File: config.mk
export PLATFORM = sky130hd
export DESIGN_NAME = relax_sequencer
export DESIGN_NICKNAME = d
export VERILOG_FILES = /design/src/rtl/relax_sequencer.sv
export SDC_FILE = /design/constraint.sdc
export NUM_CORES = 1
export LEC_CHECK = 0
export ABC_CLOCK_PERIOD_IN_PS = 2680
export CORE_MARGIN = 2
export CORE_UTILIZATION = 49
export DETAILED_ROUTE_END_ITERATION = 8
export GPL_TIMING_DRIVEN = 0
export PLACE_DENSITY = 0.87
export SYNTH_ARGS = -nofsm -noshare
export SYNTH_HDL_FRONTEND = slang
export SYNTH_SLANG_ARGS = --single-unit
File: constraint.sdc
create_clock -name clk -period 2.68 [get_ports clk]
set_clock_uncertainty 0.2 [all_clocks]
set_input_delay 0.268 -clock clk [delete_from_list [all_inputs] [get_ports clk]]
set_output_delay 0.268 -clock clk [all_outputs]
set_load 0.02 [all_outputs]
File: src/rtl/relax_sequencer.sv
// relax_sequencer
//
// Drives relaxation of the switch-level node network. Each simulated clock
// half-cycle is a sequence of STEP/CHECK pairs: STEP lets the node integrators
// apply v += i for one clock. CHECK then waits one clock so that imax reflects
// the updated voltages. Once the network has settled, or the step limit is hit,
// phi0 toggles into the clock pad. The host asks for a number of half-cycles
// with a start/done handshake and can abort at any time.
//
// Ports
//   clk             in   system clock
//   reset           in   synchronous, active-high
//   start           in   run request, only honoured in IDLE
//   abort           in   terminate run, back to IDLE on the next clock
//   cycles          in   [CW-1:0] half-cycles to run, latched on accepted start
//   imax            in   [W-1:0]  unsigned peak |i| over all nodes
//   settle_thr      in   [W-1:0]  unsigned convergence threshold
//   step_en         out  integrators apply v += i this cycle
//   phi0            out  simulated chip clock level
//   busy            out  run in progress
//   done            out  one-cycle pulse at run completion
//   timeout         out  sticky, a half-cycle of this run hit MAX_STEPS
//   steps_last      out  [7:0]    steps used by the latest half-cycle (saturating)
//   halfcycle_count out  [CW-1:0] half-cycles completed since reset (wraps)

module relax_sequencer #(
    parameter int W         = 16,
    parameter int MIN_STEPS = 4,
    parameter int MAX_STEPS = 64,
    parameter int CW        = 16
) (
    input  logic          clk,
    input  logic          reset,
    input  logic          start,
    input  logic          abort,
    input  logic [CW-1:0] cycles,
    input  logic [W-1:0]  imax,
    input  logic [W-1:0]  settle_thr,
    output logic          step_en,
    output logic          phi0,
    output logic          busy,
    output logic          done,
    output logic          timeout,
    output logic [7:0]    steps_last,
    output logic [CW-1:0] halfcycle_count
);

    // Step counter only ever counts up to MAX_STEPS.
    localparam int SCW = $clog2(MAX_STEPS + 1);
    localparam logic [SCW-1:0] MIN_C = SCW'(MIN_STEPS);
    localparam logic [SCW-1:0] MAX_C = SCW'(MAX_STEPS);

    typedef enum logic [2:0] {
        S_IDLE,
        S_STEP,
        S_CHECK,
        S_TOGGLE,
        S_DONE
    } state_t;

    state_t          state;
    logic [CW-1:0]   remain;
    logic [SCW-1:0]  step_cnt;
    logic [7:0]      step_sat;

    // steps_last is 8 bits wide but MAX_STEPS may be larger, so clamp at 255.
    // NOTE: every variable assigned in always_comb gets a default first, so no latch can be inferred.
    always_comb begin
        step_sat = 8'hFF;
        if (32'(step_cnt) <= 32'd255)
            step_sat = 8'(step_cnt);
    end

    // NOTE: all state and outputs update with non-blocking assignments so every
    // branch sees the values from before this edge.
    always_ff @(posedge clk) begin
        if (reset) begin
            state           <= S_IDLE;
            remain          <= '0;
            step_cnt        <= '0;
            step_en         <= 1'b0;
            phi0            <= 1'b0;
            busy            <= 1'b0;
            done            <= 1'b0;
            timeout         <= 1'b0;
            steps_last      <= '0;
            halfcycle_count <= '0;
        end else if (abort && state != S_IDLE) begin
            // Abort beats every other transition; phi0, counters and timeout hold.
            state   <= S_IDLE;
            busy    <= 1'b0;
            step_en <= 1'b0;
            done    <= 1'b0;
        end else begin
            case (state)
                S_IDLE: begin
                    if (start) begin
                        if (cycles != '0) begin
                            remain   <= cycles;
                            step_cnt <= '0;
                            timeout  <= 1'b0;
                            busy     <= 1'b1;
                            step_en  <= 1'b1;
                            state    <= S_STEP;
                        end else begin
                            // Empty request: complete immediately, phi0 untouched.
                            done  <= 1'b1;
                            state <= S_DONE;
                        end
                    end
                end
                S_STEP: begin
                    step_en  <= 1'b0;
                    step_cnt <= step_cnt + 1'b1;
                    state    <= S_CHECK;
                end
                S_CHECK: begin
                    if (step_cnt >= MIN_C && imax <= settle_thr) begin
                        state <= S_TOGGLE;
                    end else if (step_cnt == MAX_C) begin
                        timeout <= 1'b1;
                        state   <= S_TOGGLE;
                    end else begin
                        step_en <= 1'b1;
                        state   <= S_STEP;
                    end
                end
                S_TOGGLE: begin
                    phi0            <= ~phi0;
                    remain          <= remain - 1'b1;
                    halfcycle_count <= halfcycle_count + 1'b1;
                    steps_last      <= step_sat;
                    step_cnt        <= '0;
                    if (remain == CW'(1)) begin
                        done  <= 1'b1;
                        busy  <= 1'b0;
                        state <= S_DONE;
                    end else begin
                        step_en <= 1'b1;
                        state   <= S_STEP;
                    end
                end
                S_DONE: begin
                    done  <= 1'b0;
                    state <= S_IDLE;
                end
                default: state <= S_IDLE;
            endcase
        end
    end

endmodule

Yosys cells after proc, flatten, opt, wreduce, memory -nomap -nowiden --
Cells that the tools add are included.
Word-level totals: memory bits (read-only) 0, output and inout bits 29, memories 0, word-level logic and storage cells 78, input port bits 52, RAM bits 0, bits in registers 54, bits in latches 0
Cells by class: muxes and demuxes 29, reductions and logical operators 18, bitwise gates (word level) 2, magnitude comparators 2, shifts and indexed selects 0, eq/ne operators 14, $mul 0, $add $sub $neg 3, div/mod/pow operators 0
Operator list (count):
- 16-bit two-way mux | 2
- 16-bit case mux with 2 select lines | 1
- 7-bit case mux with 3 select lines | 1
- 16-bit by 1-bit adder with 16-bit output (second input constant) | 1
- 16-bit by 1-bit equality test with 1-bit output (second input constant) | 1
- 16-bit <= comparator | 1
- 2-bit != test (second input constant) | 8
- 4-bit AND reduction | 4
- 16-bit nonzero test | 1
- 16-bit by 1-bit subtractor with 16-bit output (second input constant) | 1
- 7-bit two-way mux | 2
- 1-bit two-way mux | 13
- 3-bit case mux with 4 select lines | 1
- 6-bit AND reduction | 2
- 3-bit two-way mux | 3
- 3-bit nonzero test | 3
- 7-bit by 1-bit adder with 7-bit output (second input constant) | 1
- 7-bit equality test (second input constant) | 1
- 7-bit by 3-bit >= comparator with 1-bit output (second input constant) | 1
- 3-bit by 2-bit equality test with 1-bit output (second input constant) | 2
- 2-bit two-way mux | 2
- 1-bit case mux with 2 select lines | 2
- 1-bit case mux with 4 select lines | 1
- 2-bit nonzero test | 2
- other kinds (9) | 11

Logic depth before layout (Yosys ltp) --
Gate-level depths: netlist of the first run.
depth after elaboration 4, mapped depth 8, depth with buffers taken out 8

Worst setup path after synthesis of the first run --
No wires, ideal clock.
path kind reg-to-reg, start point register remain[0], end point register remain[13], required time 2.410 ns, path buffers 1, library setup time 0.070 ns, data arrival time 2.117 ns, clock period less this slack 2.388 ns, slack 0.292 ns, stages on the path, launching flop included 8, cell sequence dfxtp_1 > or4_1 > buf_2 > or4_4 > or3_1 > nor2_1 > o221ai_1 > a21oi_1
Between the ends: cells in the longest elaborated chain, start to end 2
RTL lines:
- from (decl) | RTL line 62 | logic [CW-1:0] remain;
- from (signal assigned) | RTL line 99 | remain <= cycles;
- from (signal assigned) | RTL line 130 | remain <= remain - 1'b1;
- 16-bit by 1-bit subtractor with 16-bit output | RTL line 130
- 16-bit case mux with 2 select lines | RTL line 95 | case (state)
Every way passes these cells. A chain may end at the register's enable or synchronous reset.

Worst setup path in the final report of the first run --
start point input cycles[0], end point register remain[3]
Between the ends: cells in the longest elaborated chain, start to end 3
RTL lines:
- from (decl) | RTL line 36 | input logic [CW-1:0] cycles,
- 16-bit nonzero test | RTL line 98 | if (cycles != '0) begin
- 2-bit != test (no line)
- 4-bit AND reduction (no line)
Every way passes these cells.

==> flow_summary.yaml, run 1 <==
critical_path:
  criticalPathCategory: "input pin to register"
  cpPeakStageDelay_ns: 0.68
  crit_arrival_ns: 2.63
  critical_path_buf_inv_count: 2
  r2r-start: "remain[0]"
  cp_top_family: "compound AO/OA/AOI/OAI gates"
  critPathRequiredTime_ns: 2.68
  crit_path_frequent_cell: "nor2_1"
  startpoint: "cycles[0]"
  worstSetupStartpointType: "input pin"
  endpoint_kind: "register"
  slowest_stage: "or4_1"
  crit_chain: "clkdlybuf4s50_1 -> or4_1 -> o41a_1 -> a21oi_4 -> buf_2 -> nor2_1 -> a21oi_1 -> nor2_1"
  crit_fanout: 10
yosys:
  postSynthAreaPerCell_um2: 7.67
  seq_area_frac_synth_pct: 35.0
  yosys_register_bits: 54
  synth_nets: 476
  synthMuxAreaShare_pct: 0.324
  async_reset_ff_share_pct: 0
  synth_compound_area_share_pct: 18.3
  syn_area_um2: 3090
  synthFlopType: "dfxtp_1"
  yosysUniqueCellTypes: 52
  ys_warn_count: 0
  synthCells: 403
  synth-edff-count: 0
  synth-xor-area-share_pct: 5.39
  synthAdderAreaFrac_pct: 8.51
  synth_top_family_by_area: "simple AND/OR/NAND/NOR gates"
  synth-simple-area-share_pct: 27.3
cells_and_area:
  diodes: 0
  layout_commonest_cell: "clkdlybuf4s50_1"
  layout_common_cells: "clkdlybuf4s50_1, dfxtp_1, nor2_1, nand2_1, a21oi_1"
  fin_util_pct: 68.9
  fill_cells: 486
  drive_above_1_share_pct: 5.31
  syn_to_final_growth_pct: 33.7
  nNetsFinal: 562
  stdcell_count: 565
cts:
  numClockSinks: 54
  clock_tree.buffer_depth: 2
  h-tree-depth: 2
  holdBufCountCts: 0
  clock-root-buffer: "clkbuf_8"
  clk_latency_ns: 0.31
  cts_buffers: 5
  clk_pin_slew_ns: 0.10
  cts_tree: "built"
global_route:
  grt_pass1_wl_um: 13900
  antenna_found_initial: 0
  grt_remaining_overflow: 0
  grt_pass1_vias: 3157
  grt_use_total_pct: 23.6
  grt_max_degree: 20
floorplanning:
  initial_utilization_pct: 51.6
  die_area_um2: 6960
  core-area_um2: 5990
  rows: 28
  io_pins: 81
  die_h_um: 83.4
  die_width_um: 83.4
placed_design:
  dp_cells: 556
  gp_congestion: 0.946
  hpwl_um: 6250
  port_buffers: 78
routing:
  ant_nets: 0
  wire_per_inst_um: 14.5
  drc_errors: 0
  first_pass_iters: 4
  drt-initial-drc-count: 204
  totalWireLength_um: 8190
  viasPerCell: 5.58
  via_count: 3151
timing:
  min_period_ns: 2.64
  rsz0062_at_grt: "false"
  whs_ns: 0.171
  setup_tns_ns: 0
  slew_viol_final: 0
  fmaxAchievable_mhz: 379
  setup_viol: 0
  worst_slew_pin_slew_ns: 0.559
  hold_viol: 0
  finalCritPeriodShare_pct: 98.4
  max-slew-margin-rel_pct: 62.6
worst_hold_path:
  hold_class: "input pin to register"
  min-delay-start: "reset"
power:
  ir_worst_vdd_mv: 0.341
  finalPower_w: 0.00176
  power_density_nw_per_um2: 427
  power_leakage_nw: 1.57
flow_run:
  maxCapViolCount: 0
outcome:
  status: "completed"
==> repair_timing <==
item                       in CTS  in global routing
gates cloned                    0                  0
pin swaps                       0                  3
setup endpoints to repair       3                 15
resized for setup               1                 14
setup buffers                   0                  1
==> area by class of cell <==
type | instances | area (µm²) | area share, %
multi-input combinational | 309 | 1910 | 46.2
sequential | 54 | 1080 | 26.2
timing repair buffer | 79 | 788 | 19.1
tap | 75 | 93.8 | 2.27
buffer | 20 | 86.3 | 2.09
inverter | 20 | 75.1 | 1.82
clock buffer | 5 | 68.8 | 1.67
clock inverter | 3 | 28.8 | 0.697
==> metrics by stage <==
| stage | cell area, µm² | setup slack [ns] |
|---|---|---|
| finish | 4130 | 0.0435 |
| floorplan | 3090 | 0.292 |
| global placement | 3960 | -0.340 |
| detailed placement | 3960 | -0.375 |
| CTS | 4070 | 0.0269 |
| global route | 4130 | 0.00638 |
==> kinds of logic after synthesis <==
logic type | after synthesis
and+or+nand+nor | 172
AOI/OAI and AO/OA | 95
DFF | 54
buffers and inverters | 40
adders and majority gates | 21
xor gates and xnor gates | 19
other | 1
muxes | 1
==> path summary, 6_finish.rpt <==
| kind | end | cells after the start | slack, ns |
|---|---|---|---|
| max | remain[3] | 8 | 0.04 |
| min | remain[12] | 2 | 0.17 |
| max reg2reg | remain[13] | 7 | 0.11 |
| min reg2reg | steps_last[4] | 2 | 0.27 |
==> worst register-to-register path, delay by kind of cell, from the launching register on <==
kind,cells,cell delay [ns]
flops,1,0.35
compound gates,2,0.28
buf+inv,1,0.17
simple gates,4,1.51
==> state kept, by name, summed over array words and instances (netlist names) <==
register,flops
timeout,1
steps_last,7
halfcycle_count,16
remain,16
busy,1
step_en,1
phi0,1
step_cnt,7
done,1
state,3
==> power breakdown <==
group          switching [W]  internal (W)  leakage [nW]
Sequential         0.0000274      0.000833         0.439
Combinational       0.000215      0.000195          1.08
Clock               0.000298      0.000196        0.0506
==> layer usage <==
layer,GRT usage [%],share of wire [%],vias to the layer above
met5,0,0,-
met4,9.09,2.2,0
met3,4.08,6.1,18
met2,40.8,49,103
met1,29.2,43,1437
li1,-,-,1593
==> cells in the mapped netlist, drive strengths merged, types with 7 or more instances <==
cell type | instances | area [µm²]
o21ai | 25 | 125
nor3 | 9 | 45.0
xor2 | 8 | 70.1
nor2 | 50 | 188
clkbuf | 16 | 60.1
xnor2 | 11 | 96.3
nand3 | 10 | 50.1
nor4 | 8 | 50.1
a21oi | 42 | 214
inv | 20 | 75.1
dfxtp | 54 | 1080
ha | 21 | 263
nand4 | 9 | 56.3
or4 | 9 | 71.3
nand2 | 50 | 190
or3 | 7 | 43.8
No activity file was read; power rests on OpenSTA's default activity.
==> run 2, diff against run 1 <==
- HOLD_SLACK_MARGIN: not set -> 0.05
- TNS_END_PERCENT: not set -> 10
==> run 2 against run 1 <==
Hold slack improved by 0.0037 ns. Maximum frequency barely moved. Critical path type unchanged. Critical endpoint is now remain[8]. Sequential share of layout area rose by 0.34 points. Combinational power fell by 4%.
==> flow_summary.yaml, run 2 (same netlist as run 1, synthesis figures left out) <==
outcome:
  status: "completed"
cts:
  postCtsSetupBuffers: 0
  numClockSinks: 54
  clk_pin_slew_ns: 0.11
  cts_tree: "built"
  holdBufCountCts: 0
  h-tree-depth: 2
  clk_latency_ns: 0.31
  clock_tree.buffer_depth: 2
  cts_buffers: 5
  clock-root-buffer: "clkbuf_8"
power:
  combPwrFrac_pct: 22.4
  p_clk_share_pct: 28.5
  power_density_nw_per_um2: 430
  switchingPower_w: 0.000539
  p_seq_share_pct: 49.1
  switching_share_pct: 30.8
  internal_power_w: 0.00121
  power_leakage_nw: 1.54
  ir_worst_vdd_mv: 0.340
routing:
  totalWireLength_um: 8130
  ant_nets: 0
  wire_per_inst_um: 14.4
  drt-initial-drc-count: 201
  drc_errors: 0
  viasPerCell: 5.62
  via_count: 3170
  first_pass_iters: 4
timing:
  rsz0062_at_grt: "true"
  setup_viol: 0
  max-slew-margin-rel_pct: 51.0
  worst_slew_pin_slew_ns: 0.729
  min_period_ns: 2.64
  fmaxAchievable_mhz: 379
  hold_viol: 0
  whs_ns: 0.175
  slew_viol_final: 0
  finalCritPeriodShare_pct: 98.4
  worst_slack_ns: 0.0416
global_route:
  grt.met1_usage_pct: 29.2
  grt-busiest-layer: "met2"
  grt_pass1_wl_um: 13900
  gr-usage-met3_pct: 4.08
  grt_pass1_vias: 3157
  grt_use_total_pct: 23.6
  use_met2_pct: 40.8
  grt_remaining_overflow: 0
  antenna_found_initial: 0
  grt_max_degree: 20
critical_path:
  worstSetupStartpointType: "input pin"
  crit_chain: "clkdlybuf4s50_1 -> or4_1 -> o41ai_2 -> o21ai_1 -> clkbuf_2 -> a22oi_1 -> nor2_1"
  slowest_stage: "or4_1"
  endpoint_kind: "register"
  critPathRequiredTime_ns: 2.68
  criticalPathCategory: "input pin to register"
  cpPeakStageDelay_ns: 0.64
  crit_arrival_ns: 2.64
  crit_fanout: 10
  cp_top_family: "compound AO/OA/AOI/OAI gates"
  critical_path_buf_inv_count: 2
placed_design:
  place_area_um2: 3960
  port_buffers: 78
  gp_congestion: 0.946
  hpwl_um: 6250
  place_ws_ns: -0.375
  dp_cells: 556
cells_and_area:
  diodes: 0
  fin_util_pct: 68.0
  reg.largest.list: "halfcycle_count x16, remain x16"
  stdcell_area_um2: 4070
  stdcell_count: 564
  syn_to_final_growth_pct: 31.8
  nNetsFinal: 561
  drive_above_1_share_pct: 3.89
  layout_common_cells: "clkdlybuf4s50_1, dfxtp_1, nor2_1"
  layout_commonest_cell: "clkdlybuf4s50_1"
floorplanning:
  core-area_um2: 5990
  die_h_um: 83.4
  die_width_um: 83.4
  die_area_um2: 6960
  rows: 28
  initial_utilization_pct: 51.6
  io_pins: 81
worst_hold_path:
  hold_class: "input pin to register"
flow_run:
  maxCapViolCount: 0
run 2: changes by cell type in the layout (fill, tap and decap cells not counted), sizes merged:
cell,change
buf,-1
run 2: cell type report:
type | count | area [µm²]
Sequential cell | 54 | 1080
Buffer | 20 | 83.8
Fill cell | 497 | 1920
Timing Repair Buffer | 78 | 781
Multi-Input combinational cell | 309 | 1860
Clock inverter | 3 | 28.8
Tap cell | 75 | 93.8
Inverter | 20 | 75.1
Clock buffer | 5 | 68.8
run 2: timing repair:
| item | CTS | global route |
|---|---|---|
| gates resized for setup | 1 | 4 |
| endpoints found under the setup margin | 3 | 15 |
| pin swaps | 0 | 0 |
run 2: path summary, 6_finish.rpt:
kind / endpoint / cells past startpoint / startpoint / slack (ns)
hold / removal: remain[12] / 2 / reset / 0.18
setup reg to reg: remain[13] / 7 / remain[0] / 0.12
setup / recovery: remain[8] / 7 / cycles[0] / 0.04
hold reg to reg: steps_last[4] / 2 / steps_last[4] / 0.27
run 2: power groups by stage:
stage               Sequential [W]  Clock [W]  Combinational (W)
global placement          0.000875          0           0.000371
floorplan                 0.000878          0           0.000226
detailed placement        0.000877          0           0.000383
CTS                       0.000859   0.000504           0.000386
finish                    0.000860   0.000499           0.000392
global route              0.000864   0.000533           0.000433
run 2: through the flow:
step | setup TNS [ns] | total power [W]
global placement | -5.09 | 0.00125
finish | 0 | 0.00175
global route | -0.0833 | 0.00183
floorplan | 0 | 0.00110
detailed placement | -5.72 | 0.00126
CTS | 0 | 0.00175
run 2: worst reg2reg max path, delay by kind of cell (launching register included):
kind                   cells  cell delay, ns
AOI/OAI and AO/OA          2            0.27
DFF                        1            0.36
and+or+nand+nor            4            1.50
buffers and inverters      1            0.17
run 2: per-layer routing:
layer	part of all wire, %	vias up
li1	-	1592
met1	44	1440
met2	48	114
met3	5.4	24
met4	2.9	0
met5	0	-
